**src/rtl/bus_arbiter.sv**
```systemverilog
// Two-master arbiter in front of one shared memory port. The winner's command is
// latched at grant; a per-access timer aborts transfers the memory never acknowledges.
module bus_arbiter #(
  parameter int XLEN    = 32,
  parameter int TIMEOUT = 255
) (
  input  logic              clk,
  input  logic              rstb,
  input  logic              m0_req,
  input  logic              m0_we,
  input  logic [XLEN-1:0]   m0_addr,
  input  logic [XLEN-1:0]   m0_wdata,
  input  logic [XLEN/8-1:0] m0_wstrb,
  output logic              m0_ack,
  output logic [XLEN-1:0]   m0_rdata,
  output logic              m0_err,
  input  logic              m1_req,
  input  logic              m1_we,
  input  logic [XLEN-1:0]   m1_addr,
  input  logic [XLEN-1:0]   m1_wdata,
  input  logic [XLEN/8-1:0] m1_wstrb,
  output logic              m1_ack,
  output logic [XLEN-1:0]   m1_rdata,
  output logic              m1_err,
  output logic              mem_req,
  output logic              mem_we,
  output logic [XLEN-1:0]   mem_addr,
  output logic [XLEN-1:0]   mem_wdata,
  output logic [XLEN/8-1:0] mem_wstrb,
  input  logic              mem_ack,
  input  logic [XLEN-1:0]   mem_rdata
);

  localparam int SW = XLEN / 8;
  localparam logic [7:0] TIMEOUT_C = 8'(TIMEOUT);

  typedef enum logic [1:0] {
    IDLE   = 2'd0,
    ACCESS = 2'd1,
    RESP   = 2'd2
  } state_t;

  state_t                 state_q;
  logic                   last_gnt_q;
  logic                   owner_q;
  logic [7:0]             timer_q;
  logic                   mem_req_q;
  logic                   mem_we_q;
  logic [XLEN-1:0]        mem_addr_q;
  logic [XLEN-1:0]        mem_wdata_q;
  logic [SW-1:0]          mem_wstrb_q;
  logic [1:0]             ack_q;
  logic [1:0]             err_q;
  logic [1:0][XLEN-1:0]   rdata_q;

  logic                   win_d;
  logic                   we_d;
  logic [XLEN-1:0]        addr_d;
  logic [XLEN-1:0]        wdata_d;
  logic [SW-1:0]          wstrb_d;

  // On a tie the master that was not granted last wins (1 = m1).
  always_comb begin
    win_d = m1_req;
    if (m0_req && m1_req) begin
      win_d = ~last_gnt_q;
    end
    we_d    = win_d ? m1_we    : m0_we;
    addr_d  = win_d ? m1_addr  : m0_addr;
    wdata_d = win_d ? m1_wdata : m0_wdata;
    wstrb_d = win_d ? m1_wstrb : m0_wstrb;
  end

  always_ff @(posedge clk) begin
    if (!rstb) begin
      state_q     <= IDLE;
      last_gnt_q  <= 1'b1;
      owner_q     <= 1'b0;
      timer_q     <= '0;
      mem_req_q   <= 1'b0;
      mem_we_q    <= 1'b0;
      mem_addr_q  <= '0;
      mem_wdata_q <= '0;
      mem_wstrb_q <= '0;
      ack_q       <= '0;
      err_q       <= '0;
      rdata_q     <= '0;
    end else begin
      ack_q   <= '0;
      err_q   <= '0;
      rdata_q <= '0;
      case (state_q)
        IDLE: begin
          if (m0_req || m1_req) begin
            state_q     <= ACCESS;
            owner_q     <= win_d;
            last_gnt_q  <= win_d;
            timer_q     <= '0;
            mem_req_q   <= 1'b1;
            mem_we_q    <= we_d;
            mem_addr_q  <= addr_d;
            mem_wdata_q <= wdata_d;
            mem_wstrb_q <= wstrb_d;
          end
        end
        ACCESS: begin
          // A memory ack in the final timer cycle still counts as success.
          if (mem_ack) begin
            state_q          <= RESP;
            mem_req_q        <= 1'b0;
            ack_q[owner_q]   <= 1'b1;
            rdata_q[owner_q] <= mem_we_q ? '0 : mem_rdata;
          end else if (timer_q == TIMEOUT_C) begin
            state_q        <= RESP;
            mem_req_q      <= 1'b0;
            ack_q[owner_q] <= 1'b1;
            err_q[owner_q] <= 1'b1;
          end else begin
            timer_q <= timer_q + 8'd1;
          end
        end
        RESP: begin
          state_q <= IDLE;
        end
        default: begin
          state_q <= IDLE;
        end
      endcase
    end
  end

  assign mem_req   = mem_req_q;
  assign mem_we    = mem_we_q;
  assign mem_addr  = mem_addr_q;
  assign mem_wdata = mem_wdata_q;
  assign mem_wstrb = mem_wstrb_q;
  assign m0_ack    = ack_q[0];
  assign m1_ack    = ack_q[1];
  assign m0_err    = err_q[0];
  assign m1_err    = err_q[1];
  assign m0_rdata  = rdata_q[0];
  assign m1_rdata  = rdata_q[1];

endmodule
```
**config.mk**
```make
export PLATFORM = sky130hd
export DESIGN_NAME = bus_arbiter
export DESIGN_NICKNAME = d
export VERILOG_FILES = /design/src/rtl/bus_arbiter.sv
export SDC_FILE = /design/constraint.sdc
export NUM_CORES = 1
export LEC_CHECK = 0
export CAP_MARGIN = 0
export CORE_ASPECT_RATIO = 2
export CORE_MARGIN = 4
export CORE_UTILIZATION = 35
export DETAILED_ROUTE_END_ITERATION = 8
export GPL_ROUTABILITY_DRIVEN = 0
export PLACE_DENSITY = 0.77
export SYNTH_ARGS = -nofsm -noshare
export SYNTH_HDL_FRONTEND = slang
export SYNTH_SLANG_ARGS = --single-unit
```
**constraint.sdc**
```tcl
create_clock -name clk -period 1.32 [get_ports clk]
set_input_delay 0.264 -clock clk [delete_from_list [all_inputs] [get_ports clk]]
set_output_delay 0.264 -clock clk [all_outputs]
set_load 0.1 [all_outputs]
```
==> impl_metrics.py <==
metrics = {
    "route": {
        "drt-pass1-iter-count": 4,
        "drc": 0,
        "vias": 6216,
        "wirelength_mm": 30.2,
        "viasPerCell": 5.36,
        "routedWlPerCell_um": 26.0,
        "drtIter0Drc": 235,
        "final_antenna_net_count": 0,
    },
    "timing": {
        "min_period_over_period_pct": 116,
        "rsz0062_at_grt": "true",
        "layout_min_cycle_time_ns": 1.53,
        "hold_viol": 0,
        "fin_ws_ns": -0.212,
        "timing.hold.ws_ns": 0.175,
        "final-setup-viol-count": 136,
        "fmaxAchievable_mhz": 653,
        "tns_ns": -12.62,
        "maxSlewViolCount": 0,
        "worst_pin_slew_ns": 0.366,
        "slew_headroom_pct": 75.6,
        "finClkSkew_ns": 0.0146,
    },
    "power": {
        "power_frac_seq_pct": 31.7,
        "clkPwrFrac_pct": 30.4,
        "switchingPower_w": 0.00601,
        "power.density_nw_per_um2": 1250,
        "internal_power_w": 0.0106,
        "ir_drop_mv": 1.08,
        "sw_frac_of_total_pct": 36.2,
        "total_power_w": 0.0166,
        "power_frac_comb_pct": 37.9,
        "power_leakage_nw": 5.05,
    },
    "global_route": {
        "grt_pass1_vias": 6372,
        "busiest_layer": "met2",
        "grt_start_max_net_pins": 41,
        "grt_first_pass_wirelength_mm": 35.8,
        "antenna_found_initial": 2,
        "overflow": 0,
        "met3_usage_pct": 6.11,
        "grtUsageTotal_pct": 26.2,
        "grtUsageMet1_pct": 23.7,
        "grt_use_met2_pct": 51.9,
    },
    "logic_synthesis": {
        "synth_edf_count": 0,
        "ys_seq_area_share_pct": 54.4,
        "synth_fp_nets": 737,
        "syn_area_per_cell_um2": 9.84,
        "synth_area_leader_cell": "dfxtp_1",
        "synthArstFlopShare_pct": 0,
        "post-synth-top-count-cell": "dfxtp_1",
        "ys_top_cells_by_area": "dfxtp_1 (54%), mux2i_1 (13%), nor2_1 (9.4%)",
        "syn_area_um2": 5520,
        "synthFlopType": "dfxtp_1",
        "ys_seq_elements": 150,
        "yosysWarnings": 0,
        "yosysUniqueCellTypes": 37,
        "syn_inst": 561,
        "synth_common_cells": "dfxtp_1 (150), nor2_1 (139), a211oi_1 (69), mux2i_1 (69), nand2b_1 (33)",
        "synth_top_area_share_pct": 54.4,
    },
    "worst_hold_path": {
        "whs_path_depth": 2,
        "worstHoldEndpoint": "err_q[1]$_SDFF_PP0_",
        "min_path_type": "in2reg",
        "hp-start": "mem_ack",
    },
    "finish": {
        "drive_gt1_share_pct": 55.6,
        "fin_area_um2": 13300,
        "nets": 1120,
        "area_growth_pct": 141,
    },
    "critical_path": {
        "rr_endpoint": "m0_rdata[3]$_SDFF_PN0_",
        "r2r_start": "state_q[1]$_SDFFE_PN0P_",
        "crit_slowest_cell": "dfxtp_4",
        "crit_fanout": 7,
        "rrSetupSlack_ns": -0.21,
        "crit_chain": "buf_6 > nand3b_1 > nor2_2 > nand2_4 > clkbuf_16 > nor2_4",
        "worstSetupPathType": "reg2reg",
        "crit_path_end_kind": "register",
        "ff2ff_path_depth": 6,
        "cp_data_arrival_time_ns": 1.89,
        "slowest_delay_ns": 0.37,
        "worstPathRequired_ns": 1.68,
        "startpoint_type": "register",
    },
    "cts": {
        "clock_path_buffers": 2,
        "h-tree-depth": 4,
        "cts_tree": "built",
        "clk_pin_slew_ns": 0.07,
        "clock-sinks": 150,
        "clkLatencyLatePin_ns": 0.43,
        "cts-root-buf": "clkbuf_16",
        "ctsHoldBuffers": 0,
        "cts_made_buffers": 17,
    },
    "job": {
        "max_cap_viol_count": 0,
    },
    "floorplanning": {
        "die_height_um": 186,
        "rows": 64,
        "start_util_pct": 35.9,
        "core_area_um2": 15400,
        "die_w_um": 96.8,
        "ioPinCount": 313,
        "dieArea_um2": 18000,
    },
    "status": {
        "outcome": "complete, but fails checks",
        "violations": "negative setup slack",
    },
    "placement": {
        "dp_hpwl_mm": 15.6,
        "placed_area_um2": 10700,
        "io_buffers": 312,
        "pre_cts_ws_ns": -0.565,
    },
}
power by group through the flow:
stage,Combinational (W),Clock [W],Sequential [W]
after floorplan,0.000888,0,0.00714
after global placement,0.00493,0,0.00527
after detailed placement,0.00498,0,0.00528
after CTS,0.00564,0.00504,0.00521
after global routing,0.00646,0.00527,0.00528
final,0.00629,0.00505,0.00525
worst max-delay path, delay by kind of cell (launching register included):
kind	cells	cell delay, ns
buf+inv	2	0.36
simple gates	4	0.73
flops	1	0.37
per-layer routing:
layer,wire (um),vias up
li1,-,2732
met1,9230,2996
met2,17000,371
met3,1740,117
met4,2160,0
met5,0,-
cells in the final DEF, fill, tap and decap left out, types with 27 or more instances in the layout:
master,n
clkdlybuf4s50_1,171
buf_12,158
dfxtp_2,77
dfxtp_1,71
nor2_4,63
nor2_1,50
a211oi_2,42
nand2b_1,33
buf_4,33
mux2i_1,31
a211oi_1,27
kinds of logic after synthesis:
logic type	after synthesis	share of synthesized area [%]
fa+ha+maj	1	0.227
simple gates	203	16.3
buf+inv	44	4.19
flops	150	54.4
compound gates	94	12.4
mux	69	12.5
registers in the layout, indices dropped and copies added (netlist names), 4 cells and up:
name,cells
m0_rdata,32
m1_rdata,32
mem_addr,32
mem_wdata,32
mem_wstrb,4
timer_q,8
per-stage QoR:
stage                     utilization (%)  std cells
after floorplan                         -        561
after global placement               69.3       1074
after detailed placement             69.3       1074
after CTS                            78.8       1137
after global routing                 86.7       1156
final                                86.7       1159
final cells by class:
| class | instances | area, um2 |
|---|---|---|
| clock buffers | 19 | 443 |
| diodes | 6 | 15.0 |
| well taps | 198 | 248 |
| clock inverters | 11 | 151 |
| repair buffers | 406 | 5920 |
| multi-input cells | 367 | 3440 |
| inverters | 2 | 7.51 |
| fillers | 632 | 2040 |
| flip-flops and latches | 150 | 3110 |
how the worst max path moves through the flow:
stage                                       endpoint  slack (ns)                     from
final                         m0_rdata[3]$_SDFF_PN0_       -0.21  state_q[1]$_SDFFE_PN0P_
after global routing      mem_wdata[11]$_SDFFE_PN0P_       -0.24  last_gnt_q$_SDFFE_PN1P_
after CTS                    timer_q[7]$_SDFFE_PN0P_       -0.11  state_q[0]$_SDFFE_PN0P_
after detailed placement   mem_wstrb[1]$_SDFFE_PN0P_       -0.56                   m1_req
after global placement    mem_wdata[18]$_SDFFE_PN0P_       -0.48                   m1_req
after floorplan              timer_q[5]$_SDFFE_PN0P_       -0.05  state_q[0]$_SDFFE_PN0P_
repair_timing:
| item | 4_1_cts | 5_1_grt |
|---|---|---|
| gates cloned | 10 | 11 |
| resized for setup | 104 | 225 |
| buffers inserted | 24 | 7 |
| pin swaps | 39 | 63 |
| setup endpoints to repair | 79 | 150 |
Power figures use the tool's default switching activity.
